<file path="src/rtl/pulse_seq_pkg.sv">
// pulse_seq_pkg: shared state encoding and helpers for the pulse sequence detector.
// Used by pulse_seq_chan and pulse_seq_fsm. Optional feature macro: PULSE_SEQ_TIMEOUT_EN.
package pulse_seq_pkg;

    localparam int STATE_W = 4;

    // One-hot channel states; any other bit pattern is treated as illegal.
    typedef enum logic [STATE_W-1:0] {
        IDLE  = 4'b1000,
        START = 4'b0100,
        STOP  = 4'b0010,
        CLEAR = 4'b0001
    } state_t;

    // Level of the input line that advances the given state.
    // Idle and Stop wait for a rise (1), Start and Clear wait for a fall (0).
    function automatic logic target_level(input state_t s);
        logic lvl;
        case (s)
            START, CLEAR: lvl = 1'b0;
            default:      lvl = 1'b1;
        endcase
        return lvl;
    endfunction

endpackage

</file>
<file path="src/rtl/pulse_seq_chan.sv">
// pulse_seq_chan: one channel of the rise/fall/rise/fall detector with hold
// qualification, illegal-state recovery and an optional stuck-phase timeout
// (built only when PULSE_SEQ_TIMEOUT_EN is defined).
module pulse_seq_chan
    import pulse_seq_pkg::*;
#(
    parameter int HOLD_W = 4,
    parameter int TO_W   = 8
) (
    input  logic              i_clk,
    input  logic              i_rst_n,
    input  logic              i_a,
    input  logic [HOLD_W-1:0] i_hold_cfg,
    input  logic [TO_W-1:0]   i_timeout_cfg,
    input  logic              i_clr,
    output logic              o_k2,
    output logic              o_k1,
    output logic              o_busy,
    output logic              o_err
);

    state_t              r_state;
    logic [HOLD_W-1:0]   r_hold;
    logic                r_k2;
    logic                r_k1;
    logic                r_err;

    state_t              w_state_next;
    logic [HOLD_W-1:0]   w_hold_next;
    logic [HOLD_W-1:0]   w_hold_inc;
    logic                w_k2_next;
    logic                w_k1_next;
    logic                w_err_next;
    logic                w_match;
    logic                w_qual;
    logic                w_timeout;

    // The hold counter holds the number of earlier consecutive samples at the
    // target level, so the current sample qualifies once it reaches hold_cfg.
    assign w_match    = (i_a == target_level(r_state));
    assign w_qual     = w_match && (r_hold >= i_hold_cfg);
    assign w_hold_inc = (r_hold == '1) ? r_hold : r_hold + HOLD_W'(1);

`ifdef PULSE_SEQ_TIMEOUT_EN
    logic [TO_W-1:0] r_to;
    logic [TO_W-1:0] w_to_inc;

    // Timeout fires on the edge that would bring the dwell count up to timeout_cfg;
    // >= keeps a lowered timeout_cfg effective against a count already past it.
    assign w_to_inc  = (r_to == '1) ? r_to : r_to + TO_W'(1);
    assign w_timeout = (i_timeout_cfg != '0) && (r_state != IDLE) && (w_to_inc >= i_timeout_cfg);

    // Dwell counter for the current non-Idle state, cleared on any state change.
    always_ff @(posedge i_clk or negedge i_rst_n) begin
        if (!i_rst_n) begin
            r_to <= '0;
        end else if (i_clr || (w_state_next != r_state) || (r_state == IDLE)) begin
            r_to <= '0;
        end else begin
            r_to <= w_to_inc;
        end
    end
`else
    logic w_unused_timeout_cfg;
    assign w_unused_timeout_cfg = ^i_timeout_cfg;
    assign w_timeout            = 1'b0;
`endif

    // Next state and pulses; priority is clr, illegal recovery, qualified transition, timeout.
    always_comb begin
        w_state_next = r_state;
        w_k2_next    = 1'b0;
        w_k1_next    = 1'b0;
        w_err_next   = 1'b0;
        if (i_clr) begin
            w_state_next = IDLE;
        end else if (!$onehot(r_state)) begin
            w_state_next = IDLE;
            w_err_next   = 1'b1;
        end else if (w_qual) begin
            case (r_state)
                IDLE:    w_state_next = START;
                START:   w_state_next = STOP;
                STOP: begin
                    w_state_next = CLEAR;
                    w_k2_next    = 1'b1;
                end
                CLEAR: begin
                    w_state_next = IDLE;
                    w_k1_next    = 1'b1;
                end
                default: w_state_next = IDLE;
            endcase
        end else if (w_timeout) begin
            w_state_next = IDLE;
            w_err_next   = 1'b1;
        end
        w_hold_next = w_hold_inc;
        if (i_clr || (w_state_next != r_state) || !w_match) begin
            w_hold_next = '0;
        end
    end

    // State, hold count and output pulse registers.
    always_ff @(posedge i_clk or negedge i_rst_n) begin
        if (!i_rst_n) begin
            r_state <= IDLE;
            r_hold  <= '0;
            r_k2    <= 1'b0;
            r_k1    <= 1'b0;
            r_err   <= 1'b0;
        end else begin
            r_state <= w_state_next;
            r_hold  <= w_hold_next;
            r_k2    <= w_k2_next;
            r_k1    <= w_k1_next;
            r_err   <= w_err_next;
        end
    end

    assign o_k2   = r_k2;
    assign o_k1   = r_k1;
    assign o_err  = r_err;
    assign o_busy = (r_state != IDLE);

endmodule

</file>
<file path="src/rtl/pulse_seq_fsm.sv">
// pulse_seq_fsm: CH independent pulse sequence detector channels sharing
// hold/timeout configuration and a synchronous abort. Timeout logic is built
// only when PULSE_SEQ_TIMEOUT_EN is defined.
module pulse_seq_fsm
    import pulse_seq_pkg::*;
#(
    parameter int CH     = 4,
    parameter int HOLD_W = 4,
    parameter int TO_W   = 8
) (
    input  logic              i_clk,
    input  logic              i_rst_n,
    input  logic [CH-1:0]     i_a,
    input  logic [HOLD_W-1:0] i_hold_cfg,
    input  logic [TO_W-1:0]   i_timeout_cfg,
    input  logic              i_clr,
    output logic [CH-1:0]     o_k2,
    output logic [CH-1:0]     o_k1,
    output logic [CH-1:0]     o_busy,
    output logic [CH-1:0]     o_err
);

    // One detector per monitored line.
    generate
        for (genvar gi = 0; gi < CH; gi++) begin : g_chan
            pulse_seq_chan #(
                .HOLD_W (HOLD_W),
                .TO_W   (TO_W)
            ) u_chan (
                .i_clk         (i_clk),
                .i_rst_n       (i_rst_n),
                .i_a           (i_a[gi]),
                .i_hold_cfg    (i_hold_cfg),
                .i_timeout_cfg (i_timeout_cfg),
                .i_clr         (i_clr),
                .o_k2          (o_k2[gi]),
                .o_k1          (o_k1[gi]),
                .o_busy        (o_busy[gi]),
                .o_err         (o_err[gi])
            );
        end
    endgenerate

endmodule

</file>
<file path="config.mk">
export PLATFORM = sky130hd
export DESIGN_NAME = pulse_seq_fsm
export DESIGN_NICKNAME = d
export VERILOG_FILES = /design/src/rtl/pulse_seq_pkg.sv /design/src/rtl/pulse_seq_chan.sv /design/src/rtl/pulse_seq_fsm.sv
export SDC_FILE = /design/constraint.sdc
export NUM_CORES = 1
export LEC_CHECK = 0
export CAP_MARGIN = 30
export CELL_PAD_IN_SITES_DETAIL_PLACEMENT = 0
export CELL_PAD_IN_SITES_GLOBAL_PLACEMENT = 1
export CORE_MARGIN = 3
export CORE_UTILIZATION = 49
export CTS_CLUSTER_SIZE = 25
export DETAILED_ROUTE_END_ITERATION = 10
export PLACE_DENSITY = 0.85
export SLEW_MARGIN = 25
export SYNTH_ARGS = -nofsm -noshare
export SYNTH_HDL_FRONTEND = slang
export SYNTH_SLANG_ARGS = --single-unit
</file>
<file path="constraint.sdc">
create_clock -name i_clk -period 7.4 [get_ports i_clk]
set_input_delay 1.11 -clock i_clk [delete_from_list [all_inputs] [get_ports i_clk]]
set_output_delay 1.11 -clock i_clk [all_outputs]
set_load 0.005 [all_outputs]
</file>
# Word-level counts from Yosys, hierarchy flattened

Cells that the tools add are included.

Flip-flop bits (word level): 44
Output and inout bits: 16
Bits of input ports: 19

Multiplexer cells: 68
Equality and inequality tests: 40
Add/sub/neg operators: 16
Magnitude comparators: 4
Reduce and logical (&&, ||, !) cells: 20

Operators with widths:

| cell                | count |
|---|---|
| $mux 4              | 20 |
| $pmux 4 s3          | 4 |
| $mux 1              | 44 |
| $eq 4x4->1 const B  | 8 |
| $add 1x1->2         | 8 |
| $add 4x1->4 const B | 4 |
| $eq 4x1->1 const B  | 4 |
| $eq 4x2->1 const B  | 4 |
| $eq 4x3->1 const B  | 4 |
| $ge 4x4->1          | 4 |
| $ne 4x4->1          | 4 |
| $ne 4x4->1 const B  | 4 |
| $add 3x3->3         | 4 |
| $eq 3x1->1 const B  | 4 |
| $logic_or 1x1->1    | 8 |
| $ne 2x2->1 const B  | 4 |
| $reduce_or 2->1     | 4 |
| $eq 1x1->1          | 4 |
| $logic_and 1x1->1   | 4 |
| $logic_not 1->1     | 4 |

# Logic depth before layout (Yosys ltp)

Depth after elaboration: 12
Gate-level depth with buffers: 9
Depth with buffers taken out: 9

# Modules after synthesis

Synthesis repeated with hierarchy kept, for this count alone.

Cells, all modules: 343
Area, all modules: 3507.1 um^2

By module, submodules not included:

| module                                | cells each | area each (um^2) | sequential area each (um^2) | instances |
|---|---|---|---|---|
| pulse_seq_chan (g_chan[0].u_chan ...) | 84         | 872.1            | 276.5                       | 2 |
| pulse_seq_chan (g_chan[2].u_chan)     | 82         | 885.8            | 276.5                       | 1 |
| pulse_seq_chan (g_chan[1].u_chan)     | 93         | 877.1            | 276.5                       | 1 |

# Worst setup path before layout

No wires, ideal clock.

Path kind: register to register
Start point: register g_chan[2].u_chan.r_state[3]
End point: register g_chan[2].u_chan.r_hold[3]
Path buffers: 0
Cell stages (with the launch flop): 10
Data arrival time: 2.848 ns
Path slack: 4.411 ns
Path through: dfstp_2 > inv_1 > ha_1 > ha_1 > fa_1 > or4b_2 > a211o_1 > nor3_1 > or4_4 > a2111oi_4

Cells in the longest elaborated chain, start to end: 12

Ends and longest elaborated chain:

| what                                                                 | RTL line              | RTL |
|---|---|---|
| from (decl)                                                          | pulse_seq_chan.sv:22  | `state_t r_state;` |
| from (signal assigned)                                               | pulse_seq_chan.sv:113 | `r_state <= w_state_next;` |
| parallel branches: the longest is 10 deep, another holds $add 3x3->3 | --                    |  |
| $logic_or 1x1->1 *                                                   | pulse_seq_chan.sv:99  | `if (i_clr \|\| (w_state_next != r_state) \|\| !w_match) begin` |
| $ne 2x2->1 (no line) / $mux 4 (equally long branches)                | --                    |  |
| to (signal assigned)                                                 | pulse_seq_chan.sv:114 | `r_hold <= w_hold_next;` |
| to (decl)                                                            | pulse_seq_chan.sv:23  | `logic [HOLD_W-1:0] r_hold;` |

Every way passes the cells marked *.
A chain may end at the register's enable or synchronous reset.

# Final worst setup path

Start point: input port i_clr
End point: register g_chan[2].u_chan.r_hold[3]

Cells in the longest elaborated chain, start to end: 5

Ends and longest elaborated chain:

| what                                                  | RTL line             | RTL |
|---|---|---|
| from (decl)                                           | pulse_seq_fsm.sv:16  | `input logic i_clr,` |
| $mux 4                                                | pulse_seq_chan.sv:75 | `if (i_clr) begin` |
| $ne 4x4->1                                            | pulse_seq_chan.sv:99 |  |
| $logic_or 1x1->1 * (2 in a row)                       | pulse_seq_chan.sv:99 |  |
| $ne 2x2->1 (no line) / $mux 4 (equally long branches) | --                   |  |

Mark *: on every way between the ends. The rest lies on a longest branch, timed or not.

==> qor.csv <==
stage,metric,value,unit
drt,Iter 0 DRT Violations,95,
drt,Initial DRT Pass Iterations,4,
clock_tree,H-tree levels,2,
synthesis,Synth Register Bits,44,
drt,drt total wl,6.646,mm
setup_path,Setup crit start kind,primary input,
global_routing,first-pass GRT wire length,11.79,mm
clock_tree,CTS Sinks,44,
synthesis,Synth area leaders,"dfrtp_1, ha_1, mux2i_1",
setup_path,Setup crit end,g_chan[2].u_chan.r_hold[3],
synthesis,post-synth top area share,28.17,%
setup_path,"Req. time, crit path",7.56,ns
synthesis,top-count cell post-synth,ha_1,
layout,nets,440,
drt,vias,2534,
floorplan,die width,91.16,um
run_status,status,"finished, final reports clean",
power_and_ir_drop,Pwr Density,128.4,nW/um^2
synthesis,register area share after synthesis,31.13,%
sta,Final min period,3.327,ns
setup_path,critical path type,in -> reg,
floorplan,Top Ports,35,
sta,Fin Hold WS,0.6052,ns
sta,skew final,0.003688,ns
layout,area grow syn2layout,10.11,%
floorplan,initial core utilization,51.45,%
setup_path,crit path max fanout,20,
clock_tree,number of hold buffers added after CTS,0,
layout,# diodes,0,
setup_path,CP endpoint kind,register,
clock_tree,Num CTS Buffers,5,
setup_path,cells on worst reg2reg path,9,
synthesis,Post-Syn Nets,424,
sta,max frequency,0.3006,GHz
drt,DRC,0,
drt,Vias/cell,5.533,
power_and_ir_drop,"IR drop worst, VDD",0.08171,mV
placement,# placed instances,450,
sta,final hold violation count,0,
floorplan,core area,6907,sq um
layout,Layout Utilization,56.65,%
hold_path,hold-critical path depth,2,
synthesis,largest area contributor in the netlist,dfrtp_1,
sta,slew margin rel.,44.77,%
clock_tree,total setup buffers inserted after CTS,0,
sta,RSZ-0062 raised after global routing,false,
layout,final cell count without fillers,458,
floorplan,die height,91.16,um
clock_tree,Worst-path clk slew,0.09,ns
floorplan,die area,8309,sq um
synthesis,"Avg Cell Area, Syn",10.30,sq um
sta,Final Setup Violations,0,
synthesis,top_reg_cell synth,dfrtp_1,
drt,Detail Route Antenna Nets,0,
setup_path,crit path from,i_clr,
sta,Slew Limit Fails,0,
setup_path,FF-to-FF Start,g_chan[2].u_chan.r_state[3],
clock_tree,CTS Buffer Depth,2,
synthesis,Cells after Synth,345,
hold_path,Min-Delay Path Class,reg -> reg,
power_and_ir_drop,Leak,1.840,nW
clock_tree,CTS root buf,clkbuf_8,
global_routing,total gr overflow,0,
job,max-cap viol count,0,
drt,WL/cell,14.51,um
clock_tree,# resized after CTS,0,
placement,Setup WS pre-CTS,3.728,ns
synthesis,YS warnings,0,
global_routing,vias in the first global route,2555,
layout,fill cell count,617,
placement,PortBufs,26,
global_routing,initial antenna violation count,0,
sta,final worst slack,4.073,ns
clock_tree,worst skew pair latency,0.29,ns
layout,layout cells sized above 1,7.735,%
clock_tree,CTS tree,built,
sta,setup_tns,0,ns
synthesis,post-synthesis cell area,3553,sq um
setup_path,Worst Path Arrival,3.49,ns
synthesis,Post-synth top cells,"ha_1, dfrtp_1, inv_1, nor2_1, mux2i_1",
sta,final period utilization,44.96,%
synthesis,ys async rst share,100.0,%
global_routing,largest net degree at the start of global routing,30,
global_routing,GRT Total Usage,17.01,%
synthesis,Netlist cell types,51,
setup_path,Crit Reg-Reg Endpoint,g_chan[2].u_chan.r_hold[3],
placement,global placer's final weighted congestion,0.8492,
placement,hpwl dp,5.094,mm
setup_path,flop2flop setup slack,4.22,ns
floorplan,placement row count,30,
synthesis,Post-synth EDFFs,0,
sta,measured slew at the worst slew-check pin,0.8259,ns
-- layout make-up --
cell class	count	area (sq um)	area share [%]
well taps	96	120.1	3.070
clock inverters	2	10.01	0.2558
flip-flops and latches	44	1106	28.27
multi-input cells	252	2202	56.28
repair buffers	27	275.3	7.036
clock buffers	6	82.58	2.111
inverters	31	116.4	2.974
-- placed cells by master, fill, tap and decap left out, types with 2 or more instances in the layout --
master and n:
nor3_1 4, xor2_1 3, o21a_1 5, nor2_1 22
o221ai_1 2, a211oi_1 4, a211o_1 2, nand3_1 15
nor2b_1 7, nand2_1 14, mux2i_1 19, inv_1 31
nor3_2 3, ha_1 56, and3_1 4, clkinv_2 2
clkdlybuf4s50_1 25, nor3b_1 6, o211ai_1 6, dfstp_2 4
clkbuf_8 6, and4_1 3, dfrtp_1 40, a2111oi_4 4
fa_1 4, xnor2_1 5, and2_1 10, nand2b_1 8
a311o_1 2, nand3b_1 3, o21ai_0 5, a222oi_1 3
a22oi_1 8, nor4_1 6, a41oi_1 3
-- power by group --
| part | leakage (nW) | switching, W | internal, W |
|---|---|---|---|
| logic | 1.19 | 0.0000476 | 0.0000425 |
| registers | 0.596 | 0.00000635 | 0.000247 |
| clock network | 0.0510 | 0.0000845 | 0.0000747 |
| total | 1.84 | 0.000138 | 0.000364 |
-- worst min path at each step --
stage | start | end | slack, ns
5_1_grt | g_chan[0].u_chan.r_state[3] | g_chan[0].u_chan.r_state[3] | 0.68
4_1_cts | g_chan[0].u_chan.r_state[3] | g_chan[0].u_chan.r_state[3] | 0.61
2_1_floorplan | g_chan[0].u_chan.r_state[1] | g_chan[0].u_chan.r_state[1] | 0.56
3_5_place_dp | g_chan[0].u_chan.r_state[3] | g_chan[0].u_chan.r_state[3] | 0.60
3_3_place_gp | g_chan[0].u_chan.r_state[3] | g_chan[0].u_chan.r_state[3] | 0.59
6_report | g_chan[0].u_chan.r_state[3] | g_chan[0].u_chan.r_state[3] | 0.61
-- logic make-up (layout without fill, tap and decap cells) --
| group | count (synthesis) | after routing | synth area share (%) |
|---|---|---|---|
| flops | 44 | 44 | 31.13 |
| mux | 19 | 19 | 5.352 |
| buf+inv | 49 | 66 | 6.901 |
| xor+xnor | 8 | 8 | 1.972 |
| compound gates | 52 | 52 | 13.77 |
| simple gates | 113 | 113 | 18.91 |
| fa+ha+maj | 60 | 60 | 21.97 |
-- worst max-delay path: stages --
cell and delay, ns:
clkdlybuf4s50_1 0.84, or4b_2 0.88, a211o_1 0.27, nor3_1 0.14, or4_4 0.20, a2111oi_4 0.05
-- through the flow --
step            power, W  instance area [sq um]
2_1_floorplan  0.0003197                   3553
3_3_place_gp   0.0003450                   3800
3_5_place_dp   0.0003486                   3820
4_1_cts        0.0005092                   3913
5_1_grt        0.0005304                   3913
6_report       0.0005022                   3913
-- per-layer routing --
layer / wire (um) / track usage, %
met5: 0 / 0
met4: 68 / 3.894
met3: 249 / 3.314
met2: 3131 / 28.26
met1: 3196 / 22.90
-- registers in the layout, summed over array words and instances, names as in the netlist --
signal	count
g_chan.u_chan.r_hold	16
g_chan.u_chan.r_state	16
g_chan.u_chan.o_err	4
g_chan.u_chan.o_k1	4
g_chan.u_chan.o_k2	4
Note: power is estimated with default switching activity, not from simulation.
